$ cat src/rtl/uart_tx_buf.sv
// uart_tx_buf: buffered 8N1 UART transmitter; bytes are queued in a small FIFO and shifted out LSB first, timed by the oversample tick.
// Ports: clk/rst (sync, active-high), tick (oversample pulse), txEn (gates frame starts),
//        txWr/txData (FIFO push), uart_tx (serial line, idle high), txBusy (frame in flight),
//        txFull/txEmpty (registered FIFO flags), txDone (one-clk pulse at end of last stop bit).
// Optional: define UART_TX_PARITY_EN to add a parity bit and the parOdd input (1 = odd parity).
module uart_tx_buf #(
  parameter int DATA_BITS  = 8,
  parameter int OVERSAMPLE = 16,
  parameter int FIFO_DEPTH = 4,
  parameter int STOP_BITS  = 1
) (
  input  logic                 clk,
  input  logic                 rst,
  input  logic                 tick,
  input  logic                 txEn,
  input  logic                 txWr,
  input  logic [DATA_BITS-1:0] txData,
`ifdef UART_TX_PARITY_EN
  input  logic                 parOdd,
`endif
  output logic                 uart_tx,
  output logic                 txBusy,
  output logic                 txFull,
  output logic                 txEmpty,
  output logic                 txDone
);
  localparam int AW = $clog2(FIFO_DEPTH);
  localparam int TW = OVERSAMPLE > 1 ? $clog2(OVERSAMPLE) : 1;
  localparam int BW = $clog2((DATA_BITS > STOP_BITS ? DATA_BITS : STOP_BITS) + 1);
  typedef enum logic [2:0] {
    S_IDLE,
    S_START,
    S_DATA,
`ifdef UART_TX_PARITY_EN
    S_PARITY,
`endif
    S_STOP
  } state_t;
  logic [DATA_BITS-1:0] r_mem [FIFO_DEPTH];
  logic [AW-1:0]        r_wp, r_rp;
  logic [AW:0]          r_cnt;
  logic [TW-1:0]        r_tcnt;
  logic [BW-1:0]        r_bcnt;
  logic [DATA_BITS-1:0] r_shift;
  state_t               r_state;
`ifdef UART_TX_PARITY_EN
  logic                 r_par;
`endif
  logic                 w_push, w_pop, w_bit_end;
  logic [AW:0]          w_cnt_nxt;
  logic [DATA_BITS-1:0] w_shift_nxt;
  // a write while full is dropped outright, even if a pop frees a slot this cycle
  assign w_push      = txWr && !txFull;
  assign w_pop       = r_state == S_IDLE && txEn && !txEmpty;
  assign w_bit_end   = tick && r_tcnt == TW'(OVERSAMPLE - 1);
  assign w_cnt_nxt   = r_cnt + (AW+1)'(w_push) - (AW+1)'(w_pop);
  assign w_shift_nxt = r_shift >> 1;
  always_ff @(posedge clk) begin
    if (rst) begin
      r_wp    <= '0;
      r_rp    <= '0;
      r_cnt   <= '0;
      txFull  <= 1'b0;
      txEmpty <= 1'b1;
    end else begin
      if (w_push) begin
        r_mem[r_wp] <= txData;
        r_wp        <= r_wp + AW'(1);
      end
      if (w_pop) r_rp <= r_rp + AW'(1);
      r_cnt   <= w_cnt_nxt;
      txFull  <= w_cnt_nxt == (AW+1)'(FIFO_DEPTH);
      txEmpty <= w_cnt_nxt == '0;
    end
  end
  always_ff @(posedge clk) begin
    if (rst) begin
      r_state <= S_IDLE;
      r_tcnt  <= '0;
      r_bcnt  <= '0;
      r_shift <= '0;
      uart_tx <= 1'b1;
      txBusy  <= 1'b0;
      txDone  <= 1'b0;
`ifdef UART_TX_PARITY_EN
      r_par   <= 1'b0;
`endif
    end else begin
      txDone <= 1'b0;
      // ticks are only counted once a frame is running; the tick on the start edge is ignored
      if (r_state != S_IDLE && tick) r_tcnt <= w_bit_end ? '0 : r_tcnt + TW'(1);
      case (r_state)
        S_IDLE: if (w_pop) begin
          r_shift <= r_mem[r_rp];
          r_tcnt  <= '0;
          r_bcnt  <= '0;
          r_state <= S_START;
          uart_tx <= 1'b0;
          txBusy  <= 1'b1;
`ifdef UART_TX_PARITY_EN
          r_par   <= ^r_mem[r_rp];
`endif
        end
        S_START: if (w_bit_end) begin
          r_state <= S_DATA;
          uart_tx <= r_shift[0];
        end
        S_DATA: if (w_bit_end) begin
          r_shift <= w_shift_nxt;
          if (r_bcnt == BW'(DATA_BITS - 1)) begin
            r_bcnt  <= '0;
`ifdef UART_TX_PARITY_EN
            r_state <= S_PARITY;
            uart_tx <= r_par ^ parOdd;
`else
            r_state <= S_STOP;
            uart_tx <= 1'b1;
`endif
          end else begin
            r_bcnt  <= r_bcnt + BW'(1);
            uart_tx <= w_shift_nxt[0];
          end
        end
`ifdef UART_TX_PARITY_EN
        S_PARITY: if (w_bit_end) begin
          r_state <= S_STOP;
          uart_tx <= 1'b1;
        end
`endif
        S_STOP: if (w_bit_end) begin
          if (r_bcnt == BW'(STOP_BITS - 1)) begin
            r_bcnt  <= '0;
            r_state <= S_IDLE;
            txBusy  <= 1'b0;
            txDone  <= 1'b1;
          end else r_bcnt <= r_bcnt + BW'(1);
        end
        default: r_state <= S_IDLE;
      endcase
    end
  end
endmodule

$ cat config.mk
export PLATFORM = sky130hd
export DESIGN_NAME = uart_tx_buf
export DESIGN_NICKNAME = d
export VERILOG_FILES = /design/src/rtl/uart_tx_buf.sv
export SDC_FILE = /design/constraint.sdc
export NUM_CORES = 1
export LEC_CHECK = 0
export ABC_AREA = 1
export BUFFER_PORTS_ARGS = -buffer_cell sky130_fd_sc_hd__buf_2
export CAP_MARGIN = 20
export CORE_MARGIN = 2
export CORE_UTILIZATION = 50
export CTS_CLUSTER_SIZE = 24
export DETAILED_ROUTE_END_ITERATION = 8
export PLACE_DENSITY_LB_ADDON = 0.2
export SYNTH_ARGS = -nofsm -noshare
export SYNTH_HDL_FRONTEND = slang
export SYNTH_SLANG_ARGS = --single-unit
$ cat constraint.sdc
create_clock -name clk -period 2.2 [get_ports clk]
set_clock_uncertainty 0.2 [all_clocks]
set_input_delay 0.44 -clock clk [delete_from_list [all_inputs] [get_ports clk]]
set_output_delay 0.44 -clock clk [all_outputs]
set_load 0.005 [all_outputs]
==> out/summary.txt <==
Status -> finished, final reports clean
CP endpoint kind -> flop
Rel. slew slack -> 0.691
Post-synth cell types -> 26
Most frequent cells in the layout -> nand2_1, nor2_1, dfxtp_1, edfxtp_1, inv_1
Num CTS Buffers -> 9
Worst EP required -> 2.26 ns
CTS root buffer -> clkbuf_8
Max Freq -> 0.481 GHz
Hold_ws -> 0.117 ns
Crit-path max cell delay -> 0.54 ns
GRT Util Overall -> 0.194
Slew at the pin with the worst max-slew slack -> 0.463 ns
Flops & latches, synth -> 64
Synth Cell Area -> 0.00295 sq mm
Routing usage on met3 -> 0.0467
Core ar. -> 0.00561 sq mm
Syn Area/Cell -> 8.80 sq um
Setup repair after global routing missed its margin -> true
Syn Nets -> 363
Fin nets -> 396
Vias/cell -> 4.81
Layout cells sized above 1 -> 0.174
Worst setup SP type -> flop
ANT cells -> 0
Die ar. -> 0.00652 sq mm
Worst Path Buf+Inv -> 2
Bufs on Longest Clock Path -> 2
Fillers -> 479
Peak supply drop -> 0.804 mV
Critical Path Fanout Max -> 5
TNS Setup -> 0 ns
P per Cell Area -> 1300 mW/mm^2
Sink Count -> 64
Gr busiest metal -> met2
Clock Latency Late Sink -> 0.33 ns
Fin crit period -> 2.08 ns
Port buffer count -> 17
Leakage -> 1.47 nW
Drt initial violations -> 105
Max_cap viols -> 0
H-tree depth -> 3
Postcts setup bufs -> 0
Cell Rows -> 27
Largest net degree at the start of global routing -> 21
Final weighted congestion in routability-driven placement -> 0.841
Crit path max-delay cell type -> fa_2
WS Path Type -> reg2reg
Initial antenna violation count -> 0
Core Util, Final -> 0.610
Synth Instances -> 335
DR WL/cell -> 12.3 um
CP Cell Sequence -> inv_2 > ha_4 > nand3_4 > xnor2_2 > ha_1 > inv_1 > fa_2 > nand2_1 > a21oi_1
Placed instance area -> 0.00317 sq mm
Yosys warnings -> 0
Commonest non-fill, non-tap cell in the layout -> nand2_1
Initial core utilization -> 0.525
Final Hold Viols -> 0
Remaining antenna violation count -> 0
M2 GR Usage -> 0.304
Final Instance Area -> 0.00342 sq mm
Crit path max-delay family -> adder cells
First-pass GRT wire length -> 9420 um
Drt pass-1 iters -> 5
Detailed placement HPWL -> 3700 um
CTS tree -> built
Seq/Total Area, Yosys -> 0.544
Vias -> 2,140
P&R area growth vs syn -> 16.0%
Die height -> 80.8 um
Number of global-route vias before repair -> 2,056
Global Route met1 Usage -> 0.254
I/O Pins -> 18
Fin crit share -> 0.946
Clock-pin slew on the worst setup and hold paths -> 0.07 ns
Routed WL -> 5460 um
Crit path DAT -> 2.14 ns
Max-slew violation count -> 0
Total power -> 4.43 mW
Hold Path Class -> in2reg
Residual DRC count -> 0
Total grt overflow -> 0
Setup violators final -> 0
Die span in x -> 80.8 um
==> cells in the mapped netlist, drive strengths merged <==
| master | count | area [sq um] |
|---|---|---|
| ha | 14 | 175 |
| clkbuf | 2 | 7.51 |
| inv | 33 | 124 |
| nand3 | 18 | 103 |
| clkinv | 1 | 3.75 |
| xor2 | 3 | 26.3 |
| nor3 | 4 | 20.0 |
| buf | 7 | 52.5 |
| a21oi | 25 | 125 |
| xnor2 | 3 | 26.3 |
| o21ai | 18 | 101 |
| fa | 1 | 20.0 |
| nand4 | 1 | 6.26 |
| nand2 | 81 | 312 |
| dfxtp | 32 | 641 |
| edfxtp | 32 | 961 |
| o22ai | 1 | 6.26 |
| nor2 | 59 | 236 |
==> kinds of logic (layout without fill, tap and decap cells) <==
group / count (synthesis) / count (layout) / synth area share
buffers and inverters: 43 / 81 / 0.0637
xor gates and xnor gates: 6 / 6 / 0.0178
AOI/OAI and AO/OA: 44 / 44 / 0.0790
and+or+nand+nor: 163 / 163 / 0.230
DFF: 64 / 64 / 0.544
adders and majority gates: 15 / 15 / 0.0662
==> path summary, 6_finish.rpt <==
kind | from | endpoint | slack [ns] | depth (start not counted)
max reg2reg | r_state[1]$_SDFFE_PP0P_ | txEmpty$_SDFF_PP1_ | 0.12 | 9
min reg2reg | uart_tx$_SDFFE_PP1P_ | uart_tx$_SDFFE_PP1P_ | 0.27 | 2
max | r_state[1]$_SDFFE_PP0P_ | txEmpty$_SDFF_PP1_ | 0.12 | 9
min | txData[7] | r_mem[3][7]$_DFFE_PP_ | 0.12 | 1
==> sequential cells by signal, indices dropped and copies added, names as in the netlist, 2 cells and up, named ones only <==
signal	count
r_wp	2
r_bcnt	4
r_shift	8
r_state	2
r_tcnt	4
r_mem	32
r_rp	2
r_cnt	3
==> metal layers <==
metal / share of wire / vias to the layer above
met3: 0.038 / 13
met5: 0 / -
met1: 0.48 / 943
li1: - / 1149
met2: 0.46 / 35
met4: 0.022 / 0
==> area by class of cell <==
| cell class | instances | area [sq um] | share of cell area |
|---|---|---|---|
| Clock buffer | 12 | 165 | 0.0483 |
| Clock inverter | 4 | 51.3 | 0.0150 |
| Inverter | 34 | 128 | 0.0373 |
| Timing Repair Buffer | 31 | 190 | 0.0556 |
| Sequential cell | 64 | 1600 | 0.469 |
| Multi-Input combinational cell | 228 | 1190 | 0.349 |
| Tap cell | 72 | 90.1 | 0.0264 |
==> timing repair <==
action                     4_1_cts  5_1_grt
hold buffers                     0        0
pin swaps                        1        0
setup endpoints to repair        1        3
resized for setup                1        7
==> stage by stage <==
step	cells	setup slack, ns
6_report	445	0.119
5_1_grt	445	-0.00299
4_1_cts	445	0.0145
3_5_place_dp	429	0.00485
3_3_place_gp	429	0.108
2_1_floorplan	335	0.0225
==> power by group <==
part	switching (mW)	total, mW	internal [mW]
Clock	0.438	1.05	0.616
Sequential	0.136	1.62	1.49
Combinational	1.10	1.75	0.655
No activity file was read; power rests on OpenSTA's default activity.
